--- src/rtl/line_clear_scheduler_if.sv ---
// Handshake and board-memory bundle shared by the game core, the line-clear
// scheduler and the board memory's rowfull/rowshift ports.
interface line_clear_scheduler_if #(
  parameter int ROW_W   = 23,
  parameter int SCORE_W = 16
);
  logic               start;
  logic [ROW_W-1:0]   rowfull;
  logic [ROW_W-1:0]   rowshift;
  logic               busy;
  logic               done;
  logic [2:0]         lines_cleared;
  logic [SCORE_W-1:0] score;
  logic [ROW_W-1:0]   flash_mask;

  modport master (
    output start, rowfull,
    input  rowshift, busy, done, lines_cleared, score, flash_mask
  );

  modport slave (
    input  start, rowfull,
    output rowshift, busy, done, lines_cleared, score, flash_mask
  );
endinterface

--- src/rtl/line_clear_scheduler.sv ---
// Bottom-up row-clear sequencer: scans rowfull, issues rowshift commands, counts
// lines and keeps a saturating score. CLEAR_FLASH_EN adds a flash phase.
module line_clear_scheduler #(
  parameter int ROW_W        = 23,
  parameter int FLOOR_ROW    = 20,
  parameter int SHIFT_CYCLES = 2,
  parameter int SCORE_W      = 16,
  parameter int FLASH_CYCLES = 8
) (
  input logic                    clk,
  input logic                    reset,
  line_clear_scheduler_if.slave  bus
);
  localparam int PTR_W = (FLOOR_ROW > 1) ? $clog2(FLOOR_ROW) : 1;

  typedef enum logic [2:0] {
    IDLE,
    SCAN,
    SHIFT,
    SETTLE,
`ifdef CLEAR_FLASH_EN
    FLASH,
`endif
    DONE
  } state_t;

  state_t             state_reg, state_next;
  logic [PTR_W-1:0]   row_reg, row_next;
  logic [2:0]         count_reg, count_next;
  logic [3:0]         hold_reg, hold_next;
  logic               busy_reg, busy_next;
  logic               done_reg, done_next;
  logic [2:0]         lines_reg, lines_next;
  logic [SCORE_W-1:0] score_reg, score_next;

  logic [FLOOR_ROW-1:0] floor_full;
  logic                 row_is_full;
  logic [2:0]           count_inc;
  logic [3:0]           award;
  logic [SCORE_W:0]     award_ext;
  logic [SCORE_W:0]     score_sum;
  logic [SCORE_W-1:0]   score_sat;
  logic [ROW_W-1:0]     shift_vec;
  logic                 unused_rowfull;

  // Border rows at and above the floor never take part in scanning.
  assign floor_full     = bus.rowfull[FLOOR_ROW-1:0];
  assign unused_rowfull = ^bus.rowfull[ROW_W-1:FLOOR_ROW];
  assign row_is_full    = floor_full[row_reg];
  assign count_inc      = (count_reg == 3'd4) ? 3'd4 : count_reg + 3'd1;

  always_comb begin
    case (count_reg)
      3'd0:    award = 4'd0;
      3'd1:    award = 4'd1;
      3'd2:    award = 4'd3;
      3'd3:    award = 4'd5;
      default: award = 4'd8;
    endcase
  end

  // One extra bit catches the carry so the score pins at all-ones.
  always_comb begin
    award_ext      = '0;
    award_ext[3:0] = award;
    score_sum      = {1'b0, score_reg} + award_ext;
    score_sat      = score_sum[SCORE_W] ? {SCORE_W{1'b1}} : score_sum[SCORE_W-1:0];
  end

  generate
    for (genvar gi = 0; gi < ROW_W; gi++) begin : g_shift
      if (gi < FLOOR_ROW) begin : g_live
        assign shift_vec[gi] = (state_reg == SHIFT) && (PTR_W'(gi) <= row_reg);
      end else begin : g_border
        assign shift_vec[gi] = 1'b0;
      end
    end
  endgenerate

`ifdef CLEAR_FLASH_EN
  localparam int FL_W = (FLASH_CYCLES > 1) ? $clog2(FLASH_CYCLES) : 1;

  logic             flashed_reg, flashed_next;
  logic [FL_W-1:0]  flash_cnt_reg, flash_cnt_next;
  logic [ROW_W-1:0] flash_mask_reg, flash_mask_next;

  always_ff @(posedge clk or negedge reset) begin
    if (!reset) begin
      flashed_reg    <= 1'b0;
      flash_cnt_reg  <= '0;
      flash_mask_reg <= '0;
    end else begin
      flashed_reg    <= flashed_next;
      flash_cnt_reg  <= flash_cnt_next;
      flash_mask_reg <= flash_mask_next;
    end
  end

  assign bus.flash_mask = flash_mask_reg;
`else
  localparam int unused_flash_cycles = FLASH_CYCLES;
  assign bus.flash_mask = '0;
`endif

  always_ff @(posedge clk or negedge reset) begin
    if (!reset) begin
      state_reg <= IDLE;
      row_reg   <= '0;
      count_reg <= '0;
      hold_reg  <= '0;
      busy_reg  <= 1'b0;
      done_reg  <= 1'b0;
      lines_reg <= '0;
      score_reg <= '0;
    end else begin
      state_reg <= state_next;
      row_reg   <= row_next;
      count_reg <= count_next;
      hold_reg  <= hold_next;
      busy_reg  <= busy_next;
      done_reg  <= done_next;
      lines_reg <= lines_next;
      score_reg <= score_next;
    end
  end

  always_comb begin
    state_next = state_reg;
    row_next   = row_reg;
    count_next = count_reg;
    hold_next  = hold_reg;
    busy_next  = busy_reg;
    done_next  = 1'b0;
    lines_next = lines_reg;
    score_next = score_reg;
`ifdef CLEAR_FLASH_EN
    flashed_next    = flashed_reg;
    flash_cnt_next  = flash_cnt_reg;
    flash_mask_next = flash_mask_reg;
`endif
    case (state_reg)
      IDLE: begin
        // A start arriving alongside the done pulse is dropped.
        if (bus.start && !done_reg) begin
          state_next = SCAN;
          row_next   = PTR_W'(FLOOR_ROW - 1);
          count_next = '0;
          busy_next  = 1'b1;
`ifdef CLEAR_FLASH_EN
          flashed_next = 1'b0;
`endif
        end
      end
      SCAN: begin
        if (row_is_full) begin
`ifdef CLEAR_FLASH_EN
          if (!flashed_reg) begin
            state_next      = FLASH;
            flashed_next    = 1'b1;
            flash_cnt_next  = FL_W'(FLASH_CYCLES - 1);
            flash_mask_next = '0;
            flash_mask_next[FLOOR_ROW-1:0] = floor_full;
          end else begin
`else
          begin
`endif
            state_next = SHIFT;
            hold_next  = 4'(SHIFT_CYCLES - 1);
            count_next = count_inc;
          end
        end else if (row_reg != '0) begin
          row_next = row_reg - 1'b1;
        end else begin
          state_next = DONE;
        end
      end
`ifdef CLEAR_FLASH_EN
      FLASH: begin
        if (flash_cnt_reg == '0) begin
          state_next      = SHIFT;
          hold_next       = 4'(SHIFT_CYCLES - 1);
          count_next      = count_inc;
          flash_mask_next = '0;
        end else begin
          flash_cnt_next = flash_cnt_reg - 1'b1;
        end
      end
`endif
      SHIFT: begin
        if (hold_reg == '0) state_next = SETTLE;
        else                hold_next  = hold_reg - 1'b1;
      end
      // Rescan the same row: the row that dropped into it may also be full.
      SETTLE: state_next = SCAN;
      DONE: begin
        done_next  = 1'b1;
        busy_next  = 1'b0;
        lines_next = count_reg;
        score_next = score_sat;
        state_next = IDLE;
      end
      default: state_next = IDLE;
    endcase
  end

  assign bus.rowshift      = shift_vec;
  assign bus.busy          = busy_reg;
  assign bus.done          = done_reg;
  assign bus.lines_cleared = lines_reg;
  assign bus.score         = score_reg;
endmodule

--- src/flat_wrapper.sv ---
// flat-port wrapper written by rule: the top's interface ports become plain ports
module line_clear_scheduler_flat 
#(
  parameter int ROW_W        = 23,
  parameter int FLOOR_ROW    = 20,
  parameter int SHIFT_CYCLES = 2,
  parameter int SCORE_W      = 16,
  parameter int FLASH_CYCLES = 8
)
  (clk, reset, bus_start, bus_rowfull, bus_rowshift, bus_busy, bus_done, bus_lines_cleared, bus_score, bus_flash_mask);
  line_clear_scheduler_if #(.ROW_W(ROW_W), .SCORE_W(SCORE_W)) bus_i ();
  input logic clk;
  input logic reset;
  input wire logic [$bits(bus_i.start)-1:0] bus_start;
  input wire logic [$bits(bus_i.rowfull)-1:0] bus_rowfull;
  output wire logic [$bits(bus_i.rowshift)-1:0] bus_rowshift;
  output wire logic [$bits(bus_i.busy)-1:0] bus_busy;
  output wire logic [$bits(bus_i.done)-1:0] bus_done;
  output wire logic [$bits(bus_i.lines_cleared)-1:0] bus_lines_cleared;
  output wire logic [$bits(bus_i.score)-1:0] bus_score;
  output wire logic [$bits(bus_i.flash_mask)-1:0] bus_flash_mask;
  assign bus_i.start = bus_start;
  assign bus_i.rowfull = bus_rowfull;
  assign bus_rowshift = bus_i.rowshift;
  assign bus_busy = bus_i.busy;
  assign bus_done = bus_i.done;
  assign bus_lines_cleared = bus_i.lines_cleared;
  assign bus_score = bus_i.score;
  assign bus_flash_mask = bus_i.flash_mask;
  line_clear_scheduler #(.ROW_W(ROW_W), .FLOOR_ROW(FLOOR_ROW), .SHIFT_CYCLES(SHIFT_CYCLES), .SCORE_W(SCORE_W), .FLASH_CYCLES(FLASH_CYCLES)) u_core (.clk(clk), .reset(reset), .bus(bus_i));
endmodule
--- config.mk ---
export PLATFORM = sky130hd
export DESIGN_NAME = line_clear_scheduler_flat
export DESIGN_NICKNAME = d
export VERILOG_FILES = /design/src/rtl/line_clear_scheduler_if.sv /design/src/rtl/line_clear_scheduler.sv /design/src/flat_wrapper.sv
export SDC_FILE = /design/constraint.sdc
export NUM_CORES = 1
export LEC_CHECK = 0
export BUFFER_PORTS_ARGS = -buffer_cell sky130_fd_sc_hd__buf_2
export CORE_MARGIN = 2
export CORE_UTILIZATION = 55
export DETAILED_ROUTE_END_ITERATION = 16
export PLACE_DENSITY = 0.87
export SYNTH_ARGS = -nofsm -noshare
export SYNTH_HDL_FRONTEND = slang
export SYNTH_SLANG_ARGS = --single-unit
--- constraint.sdc ---
create_clock -name clk -period 4.8 [get_ports clk]
set_clock_uncertainty 0.05 [all_clocks]
set_input_delay 0.96 -clock clk [delete_from_list [all_inputs] [get_ports clk]]
set_output_delay 0.96 -clock clk [all_outputs]
set_load 0.02 [all_outputs]
**Yosys cells after proc, flatten, opt, wreduce, memory -nomap -nowiden**

Index checks and enable logic that the tools add are counted.

- Reductions and logical operators: 34
- Order comparisons: 21
- Add/subtract/negate cells: 4
- Eq/ne operators: 15
- Mux-type cells: 23

Operators with widths:

| operator | number |
|---|---|
| <= comparator 4 x 5 -> 1 bit (first input constant) | 8 |
| logical AND 1 bit | 21 |
| two-way mux 3 bit | 7 |
| <= comparator 3 x 5 -> 1 bit (first input constant) | 4 |
| <= comparator 5 bit (first input constant) | 4 |
| adder 16 x 4 -> 17 bit | 1 |
| two-way mux 16 bit | 1 |
| one-hot mux 4 bit (4 select lines) | 1 |
| two-way mux 5 bit | 3 |
| equality test 3 x 2 -> 1 bit (second input constant) | 4 |
| one-hot mux 3 bit (4 select lines) | 1 |
| <= comparator 1 x 5 -> 1 bit (first input constant) | 2 |
| <= comparator 2 x 5 -> 1 bit (first input constant) | 2 |
| one-hot mux 5 bit (2 select lines) | 1 |
| AND reduction 3 bit | 3 |
| two-way mux 4 bit | 2 |
| one-hot mux 4 bit (2 select lines) | 1 |
| equality test 3 x 1 -> 1 bit (second input constant) | 2 |
| equality test 3 bit (second input constant) | 2 |
| logical NOT 3 bit | 2 |
| less-than comparator 5 x 6 -> 1 bit (second input constant) | 1 |
| inequality test 2 x 1 -> 1 bit (second input constant) | 3 |
| inequality test 2 bit (second input constant) | 3 |
| one-hot mux 3 bit (2 select lines) | 1 |
| other kinds (13) | 17 |

- Input port bits: 26
- Word-level logic and storage cells: 105
- Flip-flop bits (word level): 36
- Output and inout port bits: 67

**Logic depth before layout (Yosys ltp)**

- Word-level depth: 4
- Mapped depth: 11
- Mapped depth without buffers: 11

**Worst setup path before layout**

No wires, ideal clock.

- Kind: flip-flop to flip-flop
- Start point: reg u_core.count_reg[0]
- End point: reg u_core.score_reg[11] (netlist: u_core.bus.score[11])
- Stages on the path, launching flop included: 11
- Library setup time: 0.140 ns
- Buffers on the path: 0
- Period minus slack after synthesis: 2.649 ns
- Data required time: 4.610 ns
- Arrival: 2.459 ns
- Path slack: 2.151 ns
- Cells stage by stage: dfrtp_1 > ha_1 > ha_1 > o21bai_1 > ha_1 > fa_1 > a21o_1 > a21oi_1 > nor3b_2 > nand3_1 > nand3_1

- Longest elaborated chain between the ends: 4
- Elaborated cells between the ends (all ways): 7
- Those cells by class: 1 x add/sub; 3 x eq/ne; 2 x mux; 1 x reduce/logical

Ends and longest elaborated chain:

| what | line | source |
|---|---|---|
| start, declared | line_clear_scheduler.sv:29 | `logic [2:0] count_reg, count_next;` |
| start signal, assigned | line_clear_scheduler.sv:118 | `count_reg <= count_next;` |
| equality test 3 x 2 -> 1 bit, or another cell as far along | line_clear_scheduler.sv:53 | `case (count_reg)` |
| one-hot mux 4 bit (4 select lines) (*) | line_clear_scheduler.sv:53 |  |
| adder 16 x 4 -> 17 bit (*) | line_clear_scheduler.sv:66 | `score_sum = {1'b0, score_reg} + award_ext;` |
| two-way mux 16 bit (*) | line_clear_scheduler.sv:67 | `score_sat = score_sum[SCORE_W] ? {SCORE_W{1'b1}} : score_sum[SCORE_W-1:0];` |
| end signal, assigned | line_clear_scheduler.sv:123 | `score_reg <= score_next;` |
| end, declared | line_clear_scheduler.sv:34 | `logic [SCORE_W-1:0] score_reg, score_next;` |

Mark *: on every way between the ends. The rest lies on a longest branch, timed or not.
A chain may end at the register's enable or synchronous reset.

**Worst setup path after layout**

- Start point: reg u_core.count_reg[0]
- End point: reg u_core.score_reg[5] (netlist: u_core.bus.score[5])

The elaborated chain is that of the path after synthesis.

==> run_results.csv <==
group,metric,value,unit
outcome,status,"completed",
sta,fin_crit,3.01,ns
detailed_routing,wl,5.57,mm
die,die_w,73.7,µm
global_routing,grt_pass1_vias,2088,
detailed_routing,vias_per_cell,5.63,
die,start_util,56.9,%
detailed_routing,first_iter_violations,143,
die,fp.dieH,73.7,µm
sta,holdWs,0.439,ns
die,dieArea,5430,µm²
worst_setup_path,crit-reg2reg-launch,"u_core.count_reg[0]$_DFFE_PN0P_",
sta,slew_headroom,42.0,%
clocking,tritoncts,"done",
pwr,switching_share,46.8,%
synthesis,synth_fa_ha_area_share,8.72,%
detailed_routing,wire_per_inst,13.8,µm
clocking,cts_hold_buf,0,
synthesis,syn_inst,291,
sta,setup_viol,0,
layout,seqCellArea,901,µm²
clocking,post_cts_buffers,0,
sta,rsz0062_at_grt,"false",
sta,final.period_utilization,62.7,%
worst_setup_path,cp_max_fo,10,
worst_setup_path,crit_required,4.90,ns
pwr,p_sw,643,µW
global_routing,antenna_found_initial,0,
pwr,leakage,1.59,nW
detailed_routing,remaining_drc_errors,0,
sta,tns,0,ns
synthesis,ys_warn_count,0,
sta,worst_pin_slew,0.866,ns
detailed_routing,first_pass_iters,4,
sta,hold_violations,0,
placed_design,dp_cells,395,
layout,nets,392,
clocking,cts_root_buffer,"clkbuf_8",
synthesis,ys_seq_area_share,33.7,%
synthesis,synth_edf_count,0,
layout,diodes,0,
layout,final_cell_count_no_fill,402,
layout,largest_reg_flops,16,
layout,fill_cells,379,
clocking,clockBufferDepth,2,
synthesis,synth_top_family_by_area,"simple AND/OR/NAND/NOR gates",
synthesis,syn_avg_cell_area,9.18,µm²
pwr,vdd_drop_max,0.300,mV
placed_design,port_buffers,63,
worst_hold_path,min_from,"u_core.bus.score[12]$_DFFE_PN0P_",
worst_setup_path,reg2reg_depth,10,
worst_setup_path,rrSetupSlack,1.79,ns
sta,max_freq,332,MHz
worst_setup_path,start_kind,"flip-flop",
synthesis,synth_xor_area_share,2.62,%
layout,areaGrowthSynthToFinish,12.0,%
placed_design,gp_congestion,0.800,
clocking,path_clk_slew,0.07,ns
sta,drv_slew,0,
synthesis,ys.flop_type,"dfrtp_1",
job,cap_violations,0,
detailed_routing,routed-via-count,2264,
global_routing,grt_pass1_wl,9.09,mm
synthesis,synth_top_area_share,33.7,%
pwr,p_comb_share,49.8,%
global_routing,grtUsageTotal,21.2,%
pwr,intPower,730,µW
synthesis,synth_area,2670,µm²
pwr,clock_power_share,16.6,%
clocking,clk-insertion-delay-late,0.28,ns
worst_setup_path,worst_setup_path_end_kind,"flip-flop",
worst_hold_path,whs_endpoint,"u_core.bus.score[12]$_DFFE_PN0P_",
clocking,htreeDepth,2,
pwr,power.density,459,nW/µm²
layout,multi_input_area,1570,µm²
placed_design,hpwlAfterDp,4.09,mm
die,rows,25,
die,ios,93,
die,core,4690,µm²
pwr,p_seq_share,33.5,%
worst_hold_path,hold_path.class,"flip-flop to flip-flop",
clocking,cts.sinks,36,
synthesis,yosysTopAreaCell,"dfrtp_1",
synthesis,yosys.area_share.simple,20.2,%
synthesis,synthTopCellsByArea,"dfrtp_1 (34%), ha_1 (8.0%), buf_4 (7.6%), nand2_1 (4.6%), a21oi_1 (4.1%)",
detailed_routing,ant_nets,0,
worst_hold_path,hold-path-cell-count,1,
global_routing,grt_max_degree,37,
synthesis,synthArstFlopShare,100,%
synthesis,synth-compound-area-share,16.5,%
clocking,cts_resized,0,
worst_setup_path,rr_endpoint,"u_core.bus.score[5]$_DFFE_PN0P_",
layout,drive_gt1_share,25.0,%
synthesis,synth_cell_type_count,54,
synthesis,ys_ff_latch,36,
worst_setup_path,arrival,3.10,ns
clocking,numCtsBuffers,5,
global_routing,grt-ovfl-total,0,
synthesis,synthMuxAreaShare,6.89,%
worst_setup_path,path_class,"flip-flop to flip-flop",
## how the worst max path moves through the flow
stage | cells after the start | slack (ns) | end | start
floorplan | 10 | 2.15 | u_core.bus.score[11]$_DFFE_PN0P_ | u_core.count_reg[0]$_DFFE_PN0P_
global placement | 10 | 1.84 | u_core.bus.score[7]$_DFFE_PN0P_ | u_core.count_reg[0]$_DFFE_PN0P_
detailed placement | 10 | 1.78 | u_core.bus.score[5]$_DFFE_PN0P_ | u_core.count_reg[0]$_DFFE_PN0P_
CTS | 10 | 1.77 | u_core.bus.score[7]$_DFFE_PN0P_ | u_core.count_reg[0]$_DFFE_PN0P_
global route | 10 | 1.59 | u_core.bus.score[5]$_DFFE_PN0P_ | u_core.count_reg[0]$_DFFE_PN0P_
finish | 10 | 1.79 | u_core.bus.score[5]$_DFFE_PN0P_ | u_core.count_reg[0]$_DFFE_PN0P_
## synth_stat cells, types with 2 or more instances
library cell	count
nor2_1	18
a21oi_1	22
or4_1	4
nand2b_1	2
nand2_1	33
a31o_2	2
a21o_1	2
o31ai_1	6
nor3_1	3
mux2_2	4
a31oi_1	7
nor3b_2	2
nand3_1	13
mux4_2	2
nand4_1	2
mux2i_1	3
nor2b_1	4
ha_1	17
xor2_1	2
and3_1	2
dfrtp_1	36
and4_1	2
or3_1	4
xnor2_1	6
o21ai_0	12
clkbuf_1	9
mux4_1	2
nor3b_1	4
o22a_1	4
inv_1	12
buf_4	27
## worst max-delay path, cell delays in order, from the launching register on
cell and delay [ns]:
dfrtp_1 0.43, ha_1 0.24, ha_1 0.17, o21bai_1 0.15, ha_1 0.22, fa_1 0.41, a21o_1 0.19, a21oi_1 0.37
nor3b_2 0.16, nand3_1 0.34, nand3_1 0.13
## per-layer routing
metal | vias up | wire, µm | track usage [%] | share of wire (%)
met5 | - | 0 | 0 | 0
met4 | 0 | 56 | 7.07 | 1.0
met3 | 5 | 332 | 4.80 | 6.0
met2 | 76 | 2790 | 37.0 | 50
met1 | 1076 | 2380 | 25.7 | 43
li1 | 1107 | - | - | -
## metrics by stage
stage / power [mW] / setup slack (ns) / area (µm²) / utilization (%)
after floorplan: 0.995 / 2.15 / 2760 / -
after global placement: 1.12 / 1.84 / 2890 / 61.7
after detailed placement: 1.14 / 1.78 / 2890 / 61.7
after CTS: 1.38 / 1.77 / 2990 / 63.7
after global routing: 1.48 / 1.59 / 2990 / 63.7
final: 1.37 / 1.79 / 2990 / 63.7
## power by group through the flow
stage	Combinational [mW]	Clock, mW	Sequential, mW
6_report	0.684	0.229	0.460
5_1_grt	0.755	0.249	0.472
4_1_cts	0.683	0.235	0.458
3_5_place_dp	0.671	0	0.464
3_3_place_gp	0.656	0	0.459
2_1_floorplan	0.586	0	0.409
## kinds of logic (layout without fill, tap and decap cells)
group	after synthesis	in the layout
other	1	26
multiplexers	12	12
AO/OA/AOI/OAI	65	65
flip-flops	36	36
adder cells (fa/ha/maj)	18	18
XOR/XNOR	8	8
buffers and inverters	50	82
AND/OR/NAND/NOR	101	101
## cell usage in the layout (no fill, tap or decap), types with 3 or more instances in the layout
master and n:
a31oi_1 7, nor2b_1 4, nor2_1 18, a21oi_1 22, nor3_1 3, nand3_1 13, conb_1 26, or4_1 4
inv_1 12, o31ai_1 6, mux2i_1 3, or3_1 4, mux2_2 4, o21ai_0 12, ha_1 17, o22a_1 4
nor3b_1 4, dfrtp_1 36, xnor2_1 6, clkbuf_8 7, nand2_1 33, buf_2 63
## layout make-up
cell class / instances / share of cell area [%]
Multi-Input combinational cell: 230 / 52.3
Sequential cell: 36 / 30.1
Timing Repair Buffer: 63 / 10.5
Clock buffer: 7 / 3.22
Tap cell: 54 / 2.26
Inverter: 12 / 1.51
Note: power is estimated with default switching activity, not from simulation.
